==> config.mk <==
export PLATFORM = sky130hd
export DESIGN_NAME = hazard_ctrl_flat
export DESIGN_NICKNAME = d
export VERILOG_FILES = /design/src/rtl/hazard_ctrl_if.sv /design/src/rtl/hazard_ctrl.sv /design/src/flat_wrapper.sv
export SDC_FILE = /design/constraint.sdc
export NUM_CORES = 1
export LEC_CHECK = 0
export ABC_AREA = 1
export CAP_MARGIN = 20
export CORE_AREA = 2 2 185 187
export DETAILED_ROUTE_END_ITERATION = 16
export DIE_AREA = 0 0 187 189
export SLEW_MARGIN = 5
export SYNTH_ARGS = -nofsm -noshare
export SYNTH_HDL_FRONTEND = slang
export SYNTH_SLANG_ARGS = --single-unit
==> constraint.sdc <==
create_clock -name clk -period 1.7 [get_ports clk]
set_clock_uncertainty 0.1 [all_clocks]
set_input_delay 0.17 -clock clk [delete_from_list [all_inputs] [get_ports clk]]
set_output_delay 0.17 -clock clk [all_outputs]
set_load 0.03 [all_outputs]
==> src/rtl/hazard_ctrl_if.sv <==
// rtl/hazard_ctrl_if.sv - decode-stage hazard control bundle between pipeline and hazard_ctrl
interface hazard_ctrl_if #(
  parameter int XLEN = 64
);
  logic            id_valid;
  logic [4:0]      id_rs1;
  logic [4:0]      id_rs2;
  logic            id_uses_rs1;
  logic            id_uses_rs2;
  logic [XLEN-1:0] id_pc;
  logic            id_trap;
  logic [3:0]      id_trap_cause;
  logic [4:0]      ex_rd;
  logic            ex_mem_read;
  logic            ex_redirect;
  logic [XLEN-1:0] ex_redirect_pc;
  logic [XLEN-1:0] mtvec;
  logic            if_stall;
  logic            id_stall;
  logic            id_flush;
  logic            ex_flush;
  logic            pc_redirect;
  logic [XLEN-1:0] redirect_pc;
  logic            trap_taken;
  logic [XLEN-1:0] mepc;
  logic [XLEN-1:0] mcause;
  logic [31:0]     perf_stall_cycles;
  logic [31:0]     perf_flushes;

  modport master (
    output id_valid, id_rs1, id_rs2, id_uses_rs1, id_uses_rs2, id_pc, id_trap, id_trap_cause,
    output ex_rd, ex_mem_read, ex_redirect, ex_redirect_pc, mtvec,
    input  if_stall, id_stall, id_flush, ex_flush, pc_redirect, redirect_pc, trap_taken,
    input  mepc, mcause, perf_stall_cycles, perf_flushes
  );

  modport slave (
    input  id_valid, id_rs1, id_rs2, id_uses_rs1, id_uses_rs2, id_pc, id_trap, id_trap_cause,
    input  ex_rd, ex_mem_read, ex_redirect, ex_redirect_pc, mtvec,
    output if_stall, id_stall, id_flush, ex_flush, pc_redirect, redirect_pc, trap_taken,
    output mepc, mcause, perf_stall_cycles, perf_flushes
  );
endinterface

==> src/rtl/hazard_ctrl.sv <==
// rtl/hazard_ctrl.sv - load-use interlock, execute redirect and trap-entry sequencing for decode
// Optional performance counters enabled by defining HAZARD_CTRL_PERF_EN.
module hazard_ctrl #(
  parameter int XLEN         = 64,
  parameter int LOAD_LAT     = 2,
  parameter int DRAIN_CYCLES = 2
) (
  input logic         clk,
  input logic         resetn,
  hazard_ctrl_if.slave bus
);
  localparam logic [1:0] S_RUN        = 2'd0;
  localparam logic [1:0] S_LOAD_WAIT  = 2'd1;
  localparam logic [1:0] S_TRAP_DRAIN = 2'd2;
  localparam logic [1:0] S_TRAP_ENTER = 2'd3;

  localparam logic [3:0] LOAD_INIT  = 4'(LOAD_LAT - 1);
  localparam logic [3:0] DRAIN_INIT = 4'(DRAIN_CYCLES - 1);

  logic [1:0]      state, state_nxt;
  logic [3:0]      cnt, cnt_nxt;
  logic            latch_trap;
  logic            redirect_now;
  logic            load_use;
  logic            if_stall_c, id_stall_c, id_flush_c, ex_flush_c;
  logic            pc_redirect_c, trap_taken_c;
  logic [XLEN-1:0] redirect_pc_c;
  logic [XLEN-1:0] mepc_q, mcause_q;

  assign load_use = bus.id_valid && bus.ex_mem_read && (bus.ex_rd != 5'd0) &&
                    ((bus.id_uses_rs1 && (bus.id_rs1 == bus.ex_rd)) ||
                     (bus.id_uses_rs2 && (bus.id_rs2 == bus.ex_rd)));

  always_comb begin
    if_stall_c    = 1'b0;
    id_stall_c    = 1'b0;
    id_flush_c    = 1'b0;
    ex_flush_c    = 1'b0;
    pc_redirect_c = 1'b0;
    trap_taken_c  = 1'b0;
    redirect_pc_c = '0;
    redirect_now  = 1'b0;
    latch_trap    = 1'b0;
    state_nxt     = state;
    cnt_nxt       = cnt;
    case (state)
      S_RUN: begin
        if (bus.ex_redirect) begin
          redirect_now = 1'b1;
        end else if (bus.id_valid && bus.id_trap) begin
          if_stall_c = 1'b1;
          id_flush_c = 1'b1;
          latch_trap = 1'b1;
          cnt_nxt    = DRAIN_INIT;
          state_nxt  = (DRAIN_CYCLES == 1) ? S_TRAP_ENTER : S_TRAP_DRAIN;
        end else if (load_use) begin
          if_stall_c = 1'b1;
          id_stall_c = 1'b1;
          ex_flush_c = 1'b1;
          if (LOAD_LAT > 1) begin
            cnt_nxt   = LOAD_INIT;
            state_nxt = S_LOAD_WAIT;
          end
        end
      end
      S_LOAD_WAIT: begin
        if (bus.ex_redirect) begin
          redirect_now = 1'b1;
          cnt_nxt      = 4'd0;
          state_nxt    = S_RUN;
        end else begin
          if_stall_c = 1'b1;
          id_stall_c = 1'b1;
          ex_flush_c = 1'b1;
          cnt_nxt    = cnt - 4'd1;
          if (cnt == 4'd1) state_nxt = S_RUN;
        end
      end
      S_TRAP_DRAIN: begin
        // A redirect here comes from an older instruction, so the pending trap is void.
        if (bus.ex_redirect) begin
          redirect_now = 1'b1;
          cnt_nxt      = 4'd0;
          state_nxt    = S_RUN;
        end else begin
          if_stall_c = 1'b1;
          id_flush_c = 1'b1;
          cnt_nxt    = cnt - 4'd1;
          if (cnt == 4'd1) state_nxt = S_TRAP_ENTER;
        end
      end
      default: begin
        pc_redirect_c = 1'b1;
        redirect_pc_c = bus.mtvec;
        trap_taken_c  = 1'b1;
        id_flush_c    = 1'b1;
        state_nxt     = S_RUN;
      end
    endcase
    if (redirect_now) begin
      id_flush_c    = 1'b1;
      ex_flush_c    = 1'b1;
      pc_redirect_c = 1'b1;
      redirect_pc_c = bus.ex_redirect_pc;
    end
  end

  always_ff @(posedge clk or negedge resetn) begin
    if (!resetn) begin
      state    <= S_RUN;
      cnt      <= 4'd0;
      mepc_q   <= '0;
      mcause_q <= '0;
    end else begin
      state <= state_nxt;
      cnt   <= cnt_nxt;
      if (latch_trap) begin
        mepc_q   <= bus.id_pc;
        mcause_q <= {{(XLEN-4){1'b0}}, bus.id_trap_cause};
      end
    end
  end

  // Controls are held low while reset is asserted, even with live inputs.
  assign bus.if_stall    = resetn & if_stall_c;
  assign bus.id_stall    = resetn & id_stall_c;
  assign bus.id_flush    = resetn & id_flush_c;
  assign bus.ex_flush    = resetn & ex_flush_c;
  assign bus.pc_redirect = resetn & pc_redirect_c;
  assign bus.trap_taken  = resetn & trap_taken_c;
  assign bus.redirect_pc = resetn ? redirect_pc_c : '0;
  assign bus.mepc        = mepc_q;
  assign bus.mcause      = mcause_q;

`ifdef HAZARD_CTRL_PERF_EN
  logic [31:0] stall_cnt, flush_cnt;

  always_ff @(posedge clk or negedge resetn) begin
    if (!resetn) begin
      stall_cnt <= 32'd0;
      flush_cnt <= 32'd0;
    end else begin
      if (id_stall_c && (stall_cnt != 32'hFFFF_FFFF)) stall_cnt <= stall_cnt + 32'd1;
      if (id_flush_c && (flush_cnt != 32'hFFFF_FFFF)) flush_cnt <= flush_cnt + 32'd1;
    end
  end

  assign bus.perf_stall_cycles = stall_cnt;
  assign bus.perf_flushes      = flush_cnt;
`else
  assign bus.perf_stall_cycles = 32'd0;
  assign bus.perf_flushes      = 32'd0;
`endif
endmodule

==> src/flat_wrapper.sv <==
// flat-port wrapper written by rule: the top's interface ports become plain ports
module hazard_ctrl_flat 
#(
  parameter int XLEN         = 64,
  parameter int LOAD_LAT     = 2,
  parameter int DRAIN_CYCLES = 2
)
  (clk, resetn, bus_id_valid, bus_id_rs1, bus_id_rs2, bus_id_uses_rs1, bus_id_uses_rs2, bus_id_pc, bus_id_trap, bus_id_trap_cause, bus_ex_rd, bus_ex_mem_read, bus_ex_redirect, bus_ex_redirect_pc, bus_mtvec, bus_if_stall, bus_id_stall, bus_id_flush, bus_ex_flush, bus_pc_redirect, bus_redirect_pc, bus_trap_taken, bus_mepc, bus_mcause, bus_perf_stall_cycles, bus_perf_flushes);
  hazard_ctrl_if #(.XLEN(XLEN)) bus_i ();
  input logic clk;
  input logic resetn;
  input wire logic [$bits(bus_i.id_valid)-1:0] bus_id_valid;
  input wire logic [$bits(bus_i.id_rs1)-1:0] bus_id_rs1;
  input wire logic [$bits(bus_i.id_rs2)-1:0] bus_id_rs2;
  input wire logic [$bits(bus_i.id_uses_rs1)-1:0] bus_id_uses_rs1;
  input wire logic [$bits(bus_i.id_uses_rs2)-1:0] bus_id_uses_rs2;
  input wire logic [$bits(bus_i.id_pc)-1:0] bus_id_pc;
  input wire logic [$bits(bus_i.id_trap)-1:0] bus_id_trap;
  input wire logic [$bits(bus_i.id_trap_cause)-1:0] bus_id_trap_cause;
  input wire logic [$bits(bus_i.ex_rd)-1:0] bus_ex_rd;
  input wire logic [$bits(bus_i.ex_mem_read)-1:0] bus_ex_mem_read;
  input wire logic [$bits(bus_i.ex_redirect)-1:0] bus_ex_redirect;
  input wire logic [$bits(bus_i.ex_redirect_pc)-1:0] bus_ex_redirect_pc;
  input wire logic [$bits(bus_i.mtvec)-1:0] bus_mtvec;
  output wire logic [$bits(bus_i.if_stall)-1:0] bus_if_stall;
  output wire logic [$bits(bus_i.id_stall)-1:0] bus_id_stall;
  output wire logic [$bits(bus_i.id_flush)-1:0] bus_id_flush;
  output wire logic [$bits(bus_i.ex_flush)-1:0] bus_ex_flush;
  output wire logic [$bits(bus_i.pc_redirect)-1:0] bus_pc_redirect;
  output wire logic [$bits(bus_i.redirect_pc)-1:0] bus_redirect_pc;
  output wire logic [$bits(bus_i.trap_taken)-1:0] bus_trap_taken;
  output wire logic [$bits(bus_i.mepc)-1:0] bus_mepc;
  output wire logic [$bits(bus_i.mcause)-1:0] bus_mcause;
  output wire logic [$bits(bus_i.perf_stall_cycles)-1:0] bus_perf_stall_cycles;
  output wire logic [$bits(bus_i.perf_flushes)-1:0] bus_perf_flushes;
  assign bus_i.id_valid = bus_id_valid;
  assign bus_i.id_rs1 = bus_id_rs1;
  assign bus_i.id_rs2 = bus_id_rs2;
  assign bus_i.id_uses_rs1 = bus_id_uses_rs1;
  assign bus_i.id_uses_rs2 = bus_id_uses_rs2;
  assign bus_i.id_pc = bus_id_pc;
  assign bus_i.id_trap = bus_id_trap;
  assign bus_i.id_trap_cause = bus_id_trap_cause;
  assign bus_i.ex_rd = bus_ex_rd;
  assign bus_i.ex_mem_read = bus_ex_mem_read;
  assign bus_i.ex_redirect = bus_ex_redirect;
  assign bus_i.ex_redirect_pc = bus_ex_redirect_pc;
  assign bus_i.mtvec = bus_mtvec;
  assign bus_if_stall = bus_i.if_stall;
  assign bus_id_stall = bus_i.id_stall;
  assign bus_id_flush = bus_i.id_flush;
  assign bus_ex_flush = bus_i.ex_flush;
  assign bus_pc_redirect = bus_i.pc_redirect;
  assign bus_redirect_pc = bus_i.redirect_pc;
  assign bus_trap_taken = bus_i.trap_taken;
  assign bus_mepc = bus_i.mepc;
  assign bus_mcause = bus_i.mcause;
  assign bus_perf_stall_cycles = bus_i.perf_stall_cycles;
  assign bus_perf_flushes = bus_i.perf_flushes;
  hazard_ctrl #(.XLEN(XLEN), .LOAD_LAT(LOAD_LAT), .DRAIN_CYCLES(DRAIN_CYCLES)) u_core (.clk(clk), .resetn(resetn), .bus(bus_i));
endmodule
==> results.tsv <==
metric	value	unit
DR vias/cell	3.63	
Setup CP Type	flip-flop to primary output	
Die H	189	um
fmax	0.472	GHz
largest net degree at the start of global routing	59	
violated checks	negative setup slack	
setup slack after layout	-420	ps
post-synth cell types	23	
met1 Use GR	15.3	%
Synth-to-Final Area Change	109	%
Vias	5365	
setup tns final	-35050	ps
crit share post-route	125	%
status	finished with violations	
setup slack, reg-to-reg	-270	ps
Max Cap Violations	0	
Worst setup EP type	primary output	
max-slew violations	0	
Die W	187	um
Buffers on Ports	356	
initial antenna violation count	1	
RePlAce Congestion	0.893	
register area share after synthesis	36.1	%
post-synthesis instance area	5130	sq um
layout cell share with drive strength beyond 1	29.1	%
Critical Path RT	1430	ps
CTS Root Cell	clkbuf_16	
vias in the first global route	5530	
Sequential Area	1850	sq um
IO Count	481	
unrepaired setup endpoints after global routing	true	
Setup violations, final	129	
core outline area	33300	sq um
Final Net Count	1249	
Syn Area/Cell	8.42	sq um
Max rail drop VDD	0.00100	V
Synth top area share	36.1	%
PwrDens	1240	nW/um^2
crit-path cells	ha_4 > inv_2 > nand3_4 > buf_12 > buf_12 > o21ai_2 > buf_12	
register bit total from synthesis	74	
drt pass-1 iters	4	
Fillers	3421	
Slew HR	42.8	%
top area cells in the synthesized netlist	dfrtp_1 36%, buf_4 18%, mux2_2 11%, nand2_1 8.8%, o21ai_0 6.6%	
Clock transition at path regs	70	ps
die area	35300	sq um
Crit path top cell by count	buf_12	
row count	67	
Worst Hold Class	input pin to async pin	
clk sinks	74	
GRT met3 Usage	3.67	%
met2 usage	21.8	%
total track usage	12.6	%
Synth area leader	dfrtp_1	
Yosys warning count	0	
Slew @ Worst Pin	855	ps
P_leak	5.13	nW
Max clock buf depth	2	
Initial Utilization	15.4	%
crit-path max FO	49	
Final Hold Fails	0	
placed instance count	1437	
GRT overflow	0	
Routed Antenna Nets	0	
final WL	23500	um
hpwl dp	17300	um
crit path DAT	1850	ps
Mapped Cells	610	
WL/cell	15.9	um
CP Launch Type	flip-flop	
Slowest-stage cell, CP	dfrtp_1	
Clk Latency, worst-skew pair	330	ps
Final Util	32.2	%
CTS tree	built	
busiest grt layer	met2	
worst slack, placed	-349	ps
Multi-input gate area	2710	sq um
Total Power	13.3	mW
CTS Buf Count	9	
first-pass GRT wire length	33900	um
CTS H-tree depth	3	
fin cells	1478	
Tmin final	2120	ps
final routed DRC violation total	0	
worst stage delay on the critical path	430	ps
first-iteration detailed-routing DRC count	78	
## power by group
| group | internal (mW) | leakage (nW) | switching [mW] |
|---|---|---|---|
| logic | 3.88 | 4.10 | 4.27 |
| registers | 2.63 | 0.891 | 0.517 |
| clock network | 1.16 | 0.140 | 0.838 |
## timing repair
item	in CTS	in global routing
endpoints found under the setup margin	143	151
endpoints found under the hold margin	16	0
setup buffers	6	11
hold buffers	1	0
pin swaps	2	20
resized for setup	78	60
gates cloned	8	3
## worst paths after layout
check,start,end,cells past startpoint
worst max-delay path,u_core.state[1],bus_redirect_pc[34],7
max in group asynchronous,resetn,u_core.cnt[3],3
worst min-delay path,resetn,u_core.bus.mepc[12],3
min in group clk,bus_id_pc[63],u_core.bus.mepc[63],2
worst min register to register,u_core.bus.mepc[52],u_core.bus.mepc[52],1
worst max register to register,u_core.state[0],u_core.bus.mepc[9],9
## metrics by stage
step | instance area (sq um) | hold slack [ps]
6_report | 10700 | 174
5_1_grt | 10700 | 257
3_5_place_dp | 9570 | 188
4_1_cts | 10400 | 210
3_3_place_gp | 9570 | 206
2_1_floorplan | 5650 | -226
## critical path: cells and delay by family, from the launching register on
kind                     cells  cell delay, ps
AND/OR/NAND/NOR              1              70
adder cells (fa/ha/maj)      1             200
AO/OA/AOI/OAI                1             160
buffers and inverters        4             590
flip-flops                   1             430
## cell type report
type	count	share of cell area, %
antenna	1	0.0234
clock buffer	10	2.14
clock inverter	6	0.666
inverter	91	3.28
multi-input combinational	423	25.3
sequential	74	17.3
tap	448	5.23
timing repair buffer	425	46.1
## cells in the mapped netlist
library cell and n:
inv_2 2, nand4_1 7, buf_6 2, nand3_1 6, ha_1 6, mux2_4 20
a21oi_1 2, o21ai_0 68, nand2_1 121, conb_1 1, buf_4 125, dfrtp_1 74
nor2_1 15, nand2_2 1, nor3_1 1, inv_1 89, and3_1 1, a22o_1 1
mux2_2 48, buf_2 8, clkbuf_1 10, xnor2_1 1, nand4_2 1
## layer usage
metal,up-vias,wire length (um)
met3,26,2030
met4,0,498
li1,2492,-
met5,-,0
met1,2534,9490
met2,313,11500
## cells by family (layout without fill, tap and decap cells)
logic type	after synthesis	in the layout	share of synthesized area [%]
other cells	1	125	0.0730
simple gates	153	153	12.0
buf+inv	236	532	26.9
compound gates	71	71	6.99
mux	68	68	16.4
flops	74	74	36.1
fa+ha+maj	6	6	1.46
xor+xnor	1	1	0.171
## flip-flops by register name (all words and copies together) (netlist names)
name and count:
u_core.bus.mepc 64, u_core.state 2, u_core.cnt 4, u_core.bus.mcause 4
## placed cells by master (no fill, tap or decap), types with 2 or more instances in the layout
cell and n:
buf_12 58, buf_16 7, buf_4 50, buf_6 17, buf_8 4, clkbuf_16 12
clkdlybuf4s50_1 269, clkinvlp_4 2, conb_1 124, dfrtp_1 74, dlygate4sd2_1 6, dlymetal6s2s_1 10
ha_1 3, ha_4 3, inv_1 82, inv_2 7, inv_6 3, mux2_2 45
mux2_4 23, nand2_1 101, nand2_2 14, nand2_4 7, nand3_1 3, nand3_4 2
nand4_1 7, nor2_1 15, o21ai_0 2, o21ai_1 28, o21ai_2 36, o21ai_4 2
Power figures use the tool's default switching activity.
